--- config.mk ---
export PLATFORM = sky130hd
export DESIGN_NAME = sram_port_arbiter_flat
export DESIGN_NICKNAME = d
export VERILOG_FILES = /design/src/rtl/sram_port_arbiter_if.sv /design/src/rtl/sram_port_arbiter.sv /design/src/flat_wrapper.sv
export SDC_FILE = /design/constraint.sdc
export NUM_CORES = 1
export LEC_CHECK = 0
export ABC_AREA = 1
export BUFFER_PORTS_ARGS = -buffer_cell sky130_fd_sc_hd__buf_4
export CAP_MARGIN = 20
export CORE_AREA = 2 2 126 128
export CTS_CLUSTER_DIAMETER = 50
export DETAILED_ROUTE_END_ITERATION = 8
export DIE_AREA = 0 0 128 130
export SYNTH_ARGS = -nofsm -noshare
export SYNTH_HDL_FRONTEND = slang
export SYNTH_SLANG_ARGS = --single-unit
--- constraint.sdc ---
create_clock -name clock -period 1.9 [get_ports clock]
set_clock_uncertainty 0.1 [all_clocks]
set_input_delay 0.095 -clock clock [delete_from_list [all_inputs] [get_ports clock]]
set_output_delay 0.095 -clock clock [all_outputs]
set_load 0.01 [all_outputs]
--- src/rtl/sram_port_arbiter_if.sv ---
// SRAM-like split-transaction bus: req/addr_ok request phase, data_ok/rdata response phase.
// master drives the request, slave returns acceptance and response.
interface sram_port_arbiter_if #(
   parameter int ADDR_WIDTH = 32
);
   logic                  req;
   logic                  wr;
   logic [1:0]            size;
   logic [3:0]            wstrb;
   logic [ADDR_WIDTH-1:0] addr;
   logic [31:0]           wdata;
   logic                  addr_ok;
   logic                  data_ok;
   logic [31:0]           rdata;

   modport master (
      output req, wr, size, wstrb, addr, wdata,
      input  addr_ok, data_ok, rdata
   );

   modport slave (
      input  req, wr, size, wstrb, addr, wdata,
      output addr_ok, data_ok, rdata
   );
endinterface

--- src/rtl/sram_port_arbiter.sv ---
// Shares one SRAM-like port between fetch (inst) and load/store (data), returning responses in order.
// Define SRAM_ARB_ROUND_ROBIN_EN for round-robin grant; default is fixed priority data over inst.
module sram_port_arbiter #(
   parameter int MAX_OUTSTANDING = 2,
   parameter int ADDR_WIDTH      = 32
) (
   input  logic               clock,
   input  logic               reset_,
   sram_port_arbiter_if.slave  inst,
   sram_port_arbiter_if.slave  data,
   sram_port_arbiter_if.master mem
);

   localparam int PTR_W = (MAX_OUTSTANDING > 1) ? $clog2(MAX_OUTSTANDING) : 1;
   localparam int CNT_W = $clog2(MAX_OUTSTANDING + 1);

   localparam logic [CNT_W-1:0] CNT_MAX  = CNT_W'(MAX_OUTSTANDING);
   localparam logic [PTR_W-1:0] PTR_LAST = PTR_W'(MAX_OUTSTANDING - 1);

   localparam logic OWN_INST = 1'b0;
   localparam logic OWN_DATA = 1'b1;

   localparam logic [0:0] ST_IDLE = 1'b0;
   localparam logic [0:0] ST_LOCK = 1'b1;

   logic [0:0]       state_q;
   logic             lock_owner_q;
   logic             owner_q [MAX_OUTSTANDING];
   logic [PTR_W-1:0] wr_ptr_q;
   logic [PTR_W-1:0] rd_ptr_q;
   logic [CNT_W-1:0] count_q;

   logic pop;
   logic space;
   logic gnt_valid;
   logic sel;
   logic accept;
   logic head;

`ifdef SRAM_ARB_ROUND_ROBIN_EN
   logic rr_last_q;
`endif

   assign pop   = mem.data_ok && (count_q != '0);
   assign space = (count_q != CNT_MAX) || pop;

   // NOTE: every output of this block gets a default first so no path leaves it unassigned (no latch).
   always_comb begin
      gnt_valid = 1'b0;
      sel       = OWN_INST;
      if (state_q == ST_LOCK) begin
         gnt_valid = 1'b1;
         sel       = lock_owner_q;
      end else if (space) begin
         gnt_valid = inst.req || data.req;
         if (inst.req && data.req) begin
`ifdef SRAM_ARB_ROUND_ROBIN_EN
            sel = (rr_last_q == OWN_INST) ? OWN_DATA : OWN_INST;
`else
            sel = OWN_DATA;
`endif
         end else begin
            sel = data.req ? OWN_DATA : OWN_INST;
         end
      end
   end

   // Fetches are always word reads, so the write fields are forced to zero for the inst channel.
   assign mem.req   = reset_ && gnt_valid && (sel ? data.req : inst.req);
   assign mem.wr    = sel ? data.wr    : 1'b0;
   assign mem.size  = sel ? data.size  : 2'd2;
   assign mem.wstrb = sel ? data.wstrb : 4'h0;
   assign mem.addr  = sel ? data.addr  : inst.addr;
   assign mem.wdata = sel ? data.wdata : 32'h0;

   assign accept       = mem.req && mem.addr_ok;
   assign inst.addr_ok = accept && (sel == OWN_INST);
   assign data.addr_ok = accept && (sel == OWN_DATA);

   assign head         = owner_q[rd_ptr_q];
   assign inst.data_ok = pop && (head == OWN_INST);
   assign data.data_ok = pop && (head == OWN_DATA);
   assign inst.rdata   = inst.data_ok ? mem.rdata : 32'h0;
   assign data.rdata   = data.data_ok ? mem.rdata : 32'h0;

   // NOTE: sequential state uses non-blocking assignments so all registers update from pre-edge values.
   always_ff @(posedge clock or negedge reset_) begin
      if (!reset_) begin
         state_q      <= ST_IDLE;
         lock_owner_q <= OWN_INST;
         wr_ptr_q     <= '0;
         rd_ptr_q     <= '0;
         count_q      <= '0;
      end else begin
         if (mem.req && !mem.addr_ok) begin
            state_q      <= ST_LOCK;
            lock_owner_q <= sel;
         end else begin
            state_q <= ST_IDLE;
         end
         if (accept) wr_ptr_q <= (wr_ptr_q == PTR_LAST) ? '0 : wr_ptr_q + 1'b1;
         if (pop)    rd_ptr_q <= (rd_ptr_q == PTR_LAST) ? '0 : rd_ptr_q + 1'b1;
         case ({accept, pop})
            2'b10:   count_q <= count_q + 1'b1;
            2'b01:   count_q <= count_q - 1'b1;
            default: count_q <= count_q;
         endcase
      end
   end

   // NOTE: owner storage has no reset; count_q alone decides which entries are live.
   always_ff @(posedge clock) begin
      if (accept) owner_q[wr_ptr_q] <= sel;
   end

`ifdef SRAM_ARB_ROUND_ROBIN_EN
   always_ff @(posedge clock or negedge reset_) begin
      if (!reset_)     rr_last_q <= OWN_INST;
      else if (accept) rr_last_q <= sel;
   end
`endif

`ifndef SYNTHESIS
   // A response with nothing outstanding is dropped; flag it so a misbehaving memory is noticed.
   assert property (@(posedge clock) disable iff (!reset_) !(mem.data_ok && count_q == '0))
      else $warning("sram_port_arbiter: response with no outstanding request dropped");
`endif

endmodule

--- src/flat_wrapper.sv ---
// flat-port wrapper written by rule: the top's interface ports become plain ports
module sram_port_arbiter_flat 
#(
   parameter int MAX_OUTSTANDING = 2,
   parameter int ADDR_WIDTH      = 32
)
  (clock, reset_, inst_req, inst_wr, inst_size, inst_wstrb, inst_addr, inst_wdata, inst_addr_ok, inst_data_ok, inst_rdata, data_req, data_wr, data_size, data_wstrb, data_addr, data_wdata, data_addr_ok, data_data_ok, data_rdata, mem_req, mem_wr, mem_size, mem_wstrb, mem_addr, mem_wdata, mem_addr_ok, mem_data_ok, mem_rdata);
  sram_port_arbiter_if #(.ADDR_WIDTH(ADDR_WIDTH)) inst_i ();
  sram_port_arbiter_if #(.ADDR_WIDTH(ADDR_WIDTH)) data_i ();
  sram_port_arbiter_if #(.ADDR_WIDTH(ADDR_WIDTH)) mem_i ();
  input  logic clock;
  input  logic reset_;
  input wire logic [$bits(inst_i.req)-1:0] inst_req;
  input wire logic [$bits(inst_i.wr)-1:0] inst_wr;
  input wire logic [$bits(inst_i.size)-1:0] inst_size;
  input wire logic [$bits(inst_i.wstrb)-1:0] inst_wstrb;
  input wire logic [$bits(inst_i.addr)-1:0] inst_addr;
  input wire logic [$bits(inst_i.wdata)-1:0] inst_wdata;
  output wire logic [$bits(inst_i.addr_ok)-1:0] inst_addr_ok;
  output wire logic [$bits(inst_i.data_ok)-1:0] inst_data_ok;
  output wire logic [$bits(inst_i.rdata)-1:0] inst_rdata;
  input wire logic [$bits(data_i.req)-1:0] data_req;
  input wire logic [$bits(data_i.wr)-1:0] data_wr;
  input wire logic [$bits(data_i.size)-1:0] data_size;
  input wire logic [$bits(data_i.wstrb)-1:0] data_wstrb;
  input wire logic [$bits(data_i.addr)-1:0] data_addr;
  input wire logic [$bits(data_i.wdata)-1:0] data_wdata;
  output wire logic [$bits(data_i.addr_ok)-1:0] data_addr_ok;
  output wire logic [$bits(data_i.data_ok)-1:0] data_data_ok;
  output wire logic [$bits(data_i.rdata)-1:0] data_rdata;
  output wire logic [$bits(mem_i.req)-1:0] mem_req;
  output wire logic [$bits(mem_i.wr)-1:0] mem_wr;
  output wire logic [$bits(mem_i.size)-1:0] mem_size;
  output wire logic [$bits(mem_i.wstrb)-1:0] mem_wstrb;
  output wire logic [$bits(mem_i.addr)-1:0] mem_addr;
  output wire logic [$bits(mem_i.wdata)-1:0] mem_wdata;
  input wire logic [$bits(mem_i.addr_ok)-1:0] mem_addr_ok;
  input wire logic [$bits(mem_i.data_ok)-1:0] mem_data_ok;
  input wire logic [$bits(mem_i.rdata)-1:0] mem_rdata;
  assign inst_i.req = inst_req;
  assign inst_i.wr = inst_wr;
  assign inst_i.size = inst_size;
  assign inst_i.wstrb = inst_wstrb;
  assign inst_i.addr = inst_addr;
  assign inst_i.wdata = inst_wdata;
  assign inst_addr_ok = inst_i.addr_ok;
  assign inst_data_ok = inst_i.data_ok;
  assign inst_rdata = inst_i.rdata;
  assign data_i.req = data_req;
  assign data_i.wr = data_wr;
  assign data_i.size = data_size;
  assign data_i.wstrb = data_wstrb;
  assign data_i.addr = data_addr;
  assign data_i.wdata = data_wdata;
  assign data_addr_ok = data_i.addr_ok;
  assign data_data_ok = data_i.data_ok;
  assign data_rdata = data_i.rdata;
  assign mem_req = mem_i.req;
  assign mem_wr = mem_i.wr;
  assign mem_size = mem_i.size;
  assign mem_wstrb = mem_i.wstrb;
  assign mem_addr = mem_i.addr;
  assign mem_wdata = mem_i.wdata;
  assign mem_i.addr_ok = mem_addr_ok;
  assign mem_i.data_ok = mem_data_ok;
  assign mem_i.rdata = mem_rdata;
  sram_port_arbiter #(.MAX_OUTSTANDING(MAX_OUTSTANDING), .ADDR_WIDTH(ADDR_WIDTH)) u_core (.clock(clock), .reset_(reset_), .inst(inst_i), .data(data_i), .mem(mem_i));
endmodule
* After elaboration in Yosys (flattened, before gate mapping)
Memories as Yosys holds them, arrays and structs flattened.
Index checks and enable logic that the tools add are counted.
** Storage, ports and cells
- Input bits :: 180
- Output and inout port bits :: 140
- Memories :: 1
- Logic and storage cells :: 50
- Bits in writable memories :: 2
- Bits in registers :: 6
** Cells by class
- Reductions and logical operators :: 15
- Equal/unequal tests :: 3
- Bitwise operators :: 2
- Mux-type cells :: 20
- Add/sub/neg operators :: 4
** Memory list
- u_core.owner_q :: words 2, width 1, read ports 1, clocked after memory_dff 0, wr ports 1, line sram_port_arbiter.sv:28 : logic owner_q [MAX_OUTSTANDING];
** Operators by type and width (number)
- $mux 32 :: 4
- $mux 1 :: 13
- $logic_and 1x1->1 :: 10
- $mux 4 :: 1
- $pmux 2 s2 :: 1
- $reduce_bool 2->1 :: 2
- $add 1x1->1 const B :: 2
- $add 2x1->2 const B :: 1
- $eq 2x1->1 const B :: 1
- $eq 2x2->1 const B :: 1
- $logic_or 1x1->1 :: 2
- $mux 2 :: 1
- $ne 2x2->1 const B :: 1
- $not 1->1 :: 2
- $sub 2x1->2 const B :: 1
- $logic_not 1->1 :: 1

* Depth between registers and ports, before layout
- Depth in word-level cells :: 10
- Mapped depth :: 11
- Gate-level depth less buffers :: 10

* Least setup slack after synthesis
OpenSTA, ideal clock, no wires.
- Path kind :: reg-to-reg
- From :: reg u_core.count_q[0]
- To :: reg u_core.count_q[1]
- Library setup time :: 0.131 ns
- Data required time :: 1.669 ns
- Stages on the path, launching flop included :: 11
- Clock period less this slack :: 1.796 ns
- Arrival :: 1.565 ns
- Setup slack :: 0.104 ns
- Cells stage by stage :: dfrtp_1 -> nor2_2 -> nand2_2 -> nand2_2 -> buf_6 -> nand2_8 -> nand3_4 -> ha_1 -> a21oi_1 -> o21ai_0 -> xor2_1
** Between the ends
- Word-level cells in the longest chain between the ends :: 10
- Elaborated cells on any way between the ends :: 18
- Those cells by class :: add/sub: 2; eq/ne: 3; mux: 6; reduce/logical: 7
** Ends and longest elaborated chain
- from (decl) :: line sram_port_arbiter.sv:31 : logic [CNT_W-1:0] count_q;
- from (signal assigned) :: line sram_port_arbiter.sv:104 : 2'b10: count_q <= count_q + 1'b1;
- from (signal assigned) :: line sram_port_arbiter.sv:105 : 2'b01: count_q <= count_q - 1'b1;
- from (signal assigned) :: line sram_port_arbiter.sv:106 : default: count_q <= count_q;
- $reduce_bool 2->1 :: line sram_port_arbiter.sv:44 : assign pop = mem.data_ok && (count_q != '0);
- $logic_and 1x1->1 :: line sram_port_arbiter.sv:44
- $logic_or 1x1->1 :: line sram_port_arbiter.sv:45 : assign space = (count_q != CNT_MAX) || pop;
- $mux 1 :: line sram_port_arbiter.sv:54 : end else if (space) begin
- $mux 1 :: line sram_port_arbiter.sv:51 : if (state_q == ST_LOCK) begin
- $mux 1 / $logic_and 1x1->1 (equally long branches) :: line sram_port_arbiter.sv:69 : assign mem.req = reset_ && gnt_valid && (sel ? data.req : inst.req);
- $logic_and 1x1->1 :: line sram_port_arbiter.sv:69
- $logic_and 1x1->1 :: line sram_port_arbiter.sv:76 : assign accept = mem.req && mem.addr_ok;
- $eq 2x1->1 / $eq 2x2->1 (equally long branches) :: line sram_port_arbiter.sv:103 : case ({accept, pop})
- $pmux 2 s2 / $reduce_bool 2->1 (equally long branches)
Several ways; a longest one is shown, not always the timed one.
A chain may end at the register's enable or synchronous reset.

* Final worst setup path
- From :: reg u_core.rd_ptr_q
- To :: out inst_rdata[30]
** Between the ends
- Word-level cells in the longest chain between the ends :: 4
** Ends and longest elaborated chain
- from (decl) :: line sram_port_arbiter.sv:30 : logic [PTR_W-1:0] rd_ptr_q;
- from (signal assigned) :: line sram_port_arbiter.sv:102 : if (pop) rd_ptr_q <= (rd_ptr_q == PTR_LAST) ? '0 : rd_ptr_q + 1'b1;
- $mem_v2 2x1
- $not 1->1 :: line sram_port_arbiter.sv:81 : assign inst.data_ok = pop && (head == OWN_INST);
- $logic_and 1x1->1 :: line sram_port_arbiter.sv:81
- $mux 32 :: line sram_port_arbiter.sv:83 : assign inst.rdata = inst.data_ok ? mem.rdata : 32'h0;
- to (decl) :: line flat_wrapper.sv:21 : output wire logic [$bits(inst_i.rdata)-1:0] inst_rdata;
No other way between the ends.

==> Flow_metrics.wiki <==
{| class="wikitable"
! Metric !! Value
|-
| Final worst hold slack || between 0.09 and 0.1 ns
|-
| Residual DRC count || 0
|-
| Worst Hold Path Cells || 4
|-
| Register-to-Register Setup Slack || about 0.15 ns
|-
| Max frequency || 553 MHz
|-
| Yosys reg bits || 8
|-
| Largest fanout on the critical path || 20
|-
| Crit Reg-Reg Startpoint || u_core.count_q[1]$_DFFE_PN0P_
|-
| Worst setup timing slack at the placement stage || 0.0988 ns
|-
| Logic gate share of total power || between 70% and 80%
|-
| Number of fill cells || around 1700
|-
| TritonCTS Sinks || 8
|-
| Avg Vias per Cell || between 3 and 4
|-
| Maximum vdd ir drop || roughly 270 uV
|-
| Total number of yosys warnings || 0
|-
| Sum of negative setup slack || 0 ns
|-
| Port Buf Inserts || 280
|-
| Number of placement rows || 46
|-
| Net count after synthesis || 520
|-
| Startpoint of the worst hold path || mem_addr_ok
|-
| Detailed-route wire length per cell || a little under 10 um
|-
| Syn-to-layout area delta || 147%
|-
| Routed via count || 2856
|-
| Setup Viol. Count Final || 0
|-
| Share of the core filled with cells in the final layout || roughly a quarter
|-
| Register share of total power || 9.9%
|-
| Final-report max-slew violation count || 0
|-
| Net Sw Frac || between 40% and 50%
|-
| Area of the core region || 15400 um^2
|-
| Synthesized area per cell || a little under 5 um^2
|-
| Total routed wirelength || 7860 um
|-
| Critical path data arrival time || ~1.6 ns
|-
| TritonCTS clock tree || yes
|-
| Clk network pwr share || about 13%
|-
| Post-synthesis instance total || about 340
|-
| Post-route antenna net violation count || 0
|-
| Net count of the finished layout || approximately 800
|-
| Depth of the worst register-to-register path || 10
|-
| ANT cells || 0
|-
| Die Area || about 17000 um^2
|-
| CTS root buffer || clkbuf_16
|-
| Final setup slack of the worst path || 0.0908 ns
|-
| Fraction of final layout cells with drive strength greater than 1 || between 50% and 60%
|-
| Area occupied by multi-input gates || 1000 um^2
|-
| Portion of the clock cycle consumed by the worst path in the final layout || a little over nine tenths
|-
| Critical path startpoint category || flip-flop
|-
| Clock transition at the register clock pins on the worst setup and hold paths after CTS || around 0.040 ns
|-
| Relative slew margins || between 80% and 90%
|-
| Width of the chip || 128 um
|-
| H-tree lvl count || 1
|-
| I/O Pins || 320
|-
| Cell area after synthesis || about 1700 um^2
|-
| Overflow after GRT || 0
|-
| Power density over the cells || just over 700 nW/um^2
|-
| Slew at the pin closest to its max-slew limit || ~0.24 ns
|-
| Category of the critical setup timing path || reg -> out
|-
| Total routing resource utilization after global routing || slightly above 8%
|-
| Starting utilization of the core area || 10.8%
|-
| Vias in the first global route || 2469
|-
| Worst-skew pair later-pin latency || 0.24 ns
|-
| Shortest clock period the worst path allows after layout || roughly 1.8 ns
|-
| Hold EP || u_core.lock_owner_q$_DFFE_PN0P_
|-
| Crit Reg-Reg Endpoint || u_core.count_q[1]$_DFFE_PN0P_
|-
| Die outline height || roughly 130 um
|-
| Routability-driven placement congestion ratio || 0.720
|-
| Number of iterations in the first detailed-routing pass || 4
|-
| Number of buffers added by the clock tree synthesis step || 3
|-
| Proportion of synthesized chip area in sequential cells || about an eighth
|-
| Kind of end point of the critical path || output port
|-
| Internal power component || ~1700 uW
|-
| Non-filler cells, final || just over 800
|-
| Reg area || approximately 210 um^2
|-
| Number of placed instances, taps included || ~810
|-
| Maximum clock path buffer count || 2
|-
| Final count of hold timing violations || 0
|-
| Reported leakage power || around 0.0027 uW
|-
| Initial antenna violation count || 0
|-
| Reported max-cap violation count || 0
|-
| Placed wire-length estimate after detailed placement || 6900 um
|-
| Cell variety after synth || 25
|-
| Initial drt markers || 64
|-
| Class of the tightest hold or removal check || in -> reg
|-
| Wire length of the first global-routing pass || roughly 11000 um
|-
| Data required, critical path || around 1.7 ns
|-
| Maximum number of pins on one net before global-route repair || 41
|-
| Status || complete, no violations
|-
| Switching power of the nets || 1270 uW
|}
## Yosys cell counts (all sizes together)
| library cell | count | area, um^2 |
|---|---|---|
| o21ai | 2 | 13.8 |
| nand3 | 2 | 22.5 |
| nand2 | 109 | 433 |
| xor2 | 1 | 8.76 |
| inv | 82 | 308 |
| buf | 16 | 156 |
| a21oi | 1 | 5.00 |
| xnor2 | 2 | 17.5 |
| or2 | 1 | 6.26 |
| mux2i | 1 | 13.8 |
| ha | 1 | 12.5 |
| clkbuf | 1 | 13.8 |
| edfxtp | 2 | 60.1 |
| nand4 | 2 | 12.5 |
| dfrtp | 6 | 150 |
| nor2 | 110 | 433 |
## flip-flops by register name, indices dropped and copies added (netlist names)
signal               count
u_core.wr_ptr_q          1
u_core.rd_ptr_q          1
u_core.owner_q           2
u_core.count_q           2
u_core.state_q           1
u_core.lock_owner_q      1
## worst max-delay path by stage
stage               cells past startpoint                          start                            end  slack, ns
finish                                  5    u_core.rd_ptr_q$_DFFE_PN0P_                 inst_rdata[30]       0.09
global route                            5    u_core.rd_ptr_q$_DFFE_PN0P_                 inst_rdata[26]      -0.03
detailed placement                     10  u_core.count_q[1]$_DFFE_PN0P_  u_core.count_q[1]$_DFFE_PN0P_        0.1
global placement                       10  u_core.count_q[1]$_DFFE_PN0P_  u_core.count_q[1]$_DFFE_PN0P_       0.11
floorplan                              10  u_core.count_q[0]$_DFFE_PN0P_  u_core.count_q[1]$_DFFE_PN0P_       0.10
CTS                                     9  u_core.count_q[1]$_DFFE_PN0P_                   mem_addr[29]       0.01
## metal layers
layer	global-route usage, %	wire, um
met1	7.87	2730
met2	17.1	4110
met3	1.85	950
met4	1.94	71
met5	0	0
## area by class of cell
| cell class | instances | share of cell area, % |
|---|---|---|
| Sequential cell | 8 | 5.11 |
| Clock buffer | 4 | 1.91 |
| Inverter | 82 | 7.72 |
| Multi-Input combinational cell | 232 | 24.3 |
| Timing Repair Buffer | 296 | 55.1 |
| Tap cell | 192 | 5.84 |
## cell usage in the layout, fill, tap and decap left out
cell,count
nand2_2,2
nand2_8,1
nand3_1,1
clkbuf_16,3
dlygate4sd3_1,1
nand4_1,2
nand2_1,104
xnor2_1,2
clkbuf_1,1
nor2_4,2
buf_4,291
inv_1,78
buf_12,3
nand3_4,1
dfrtp_1,6
edfxtp_1,2
inv_2,2
ha_1,1
nor2_2,2
or2_2,1
inv_6,2
nand2_4,2
nor2_1,106
xor2_1,1
a21oi_1,1
o21ai_2,1
buf_8,1
o21ai_1,1
mux2i_4,1
## what timing repair did
action | CTS | global route
setup buffers | 0 | 1
hold buffers | 1 | 0
pin swaps | 0 | 1
hold endpoints to repair | 6 | 0
setup endpoints to repair | 37 | 46
gates resized for setup | 3 | 12
## worst max-delay path: stages, from the launching register on
cell and delay, ns:
dfrtp_1 0.41, mux2i_4 0.33, nand2_4 0.20, buf_4 0.21
nor2_1 0.09, buf_4 0.13
## logic make-up (layout without fill, tap and decap cells)
| group | count (synthesis) | in the layout | synth area share (%) |
|---|---|---|---|
| multiplexers | 1 | 1 | 0.826 |
| buffers and inverters | 99 | 382 | 28.7 |
| AND/OR/NAND/NOR | 224 | 224 | 54.4 |
| adder cells (fa/ha/maj) | 1 | 1 | 0.751 |
| AO/OA/AOI/OAI | 3 | 3 | 1.13 |
| XOR/XNOR | 3 | 3 | 1.58 |
| flip-flops | 8 | 8 | 12.6 |
## through the flow
step / total power (uW) / instance area [um^2]
after floorplan: 1410 / 1670
after global placement: 2520 / 3970
after detailed placement: 2530 / 3970
after CTS: 2930 / 4070
after global routing: 3190 / 4120
final: 2940 / 4120
## power by group through the flow
stage          Clock, uW  Combinational (uW)  Sequential [uW]
2_1_floorplan          0                1120              286
3_3_place_gp           0                2240              281
3_5_place_dp           0                2250              284
4_1_cts              381                2270              282
5_1_grt              386                2510              299
6_report             373                2280              290
No activity file was read; power rests on OpenSTA's default activity.
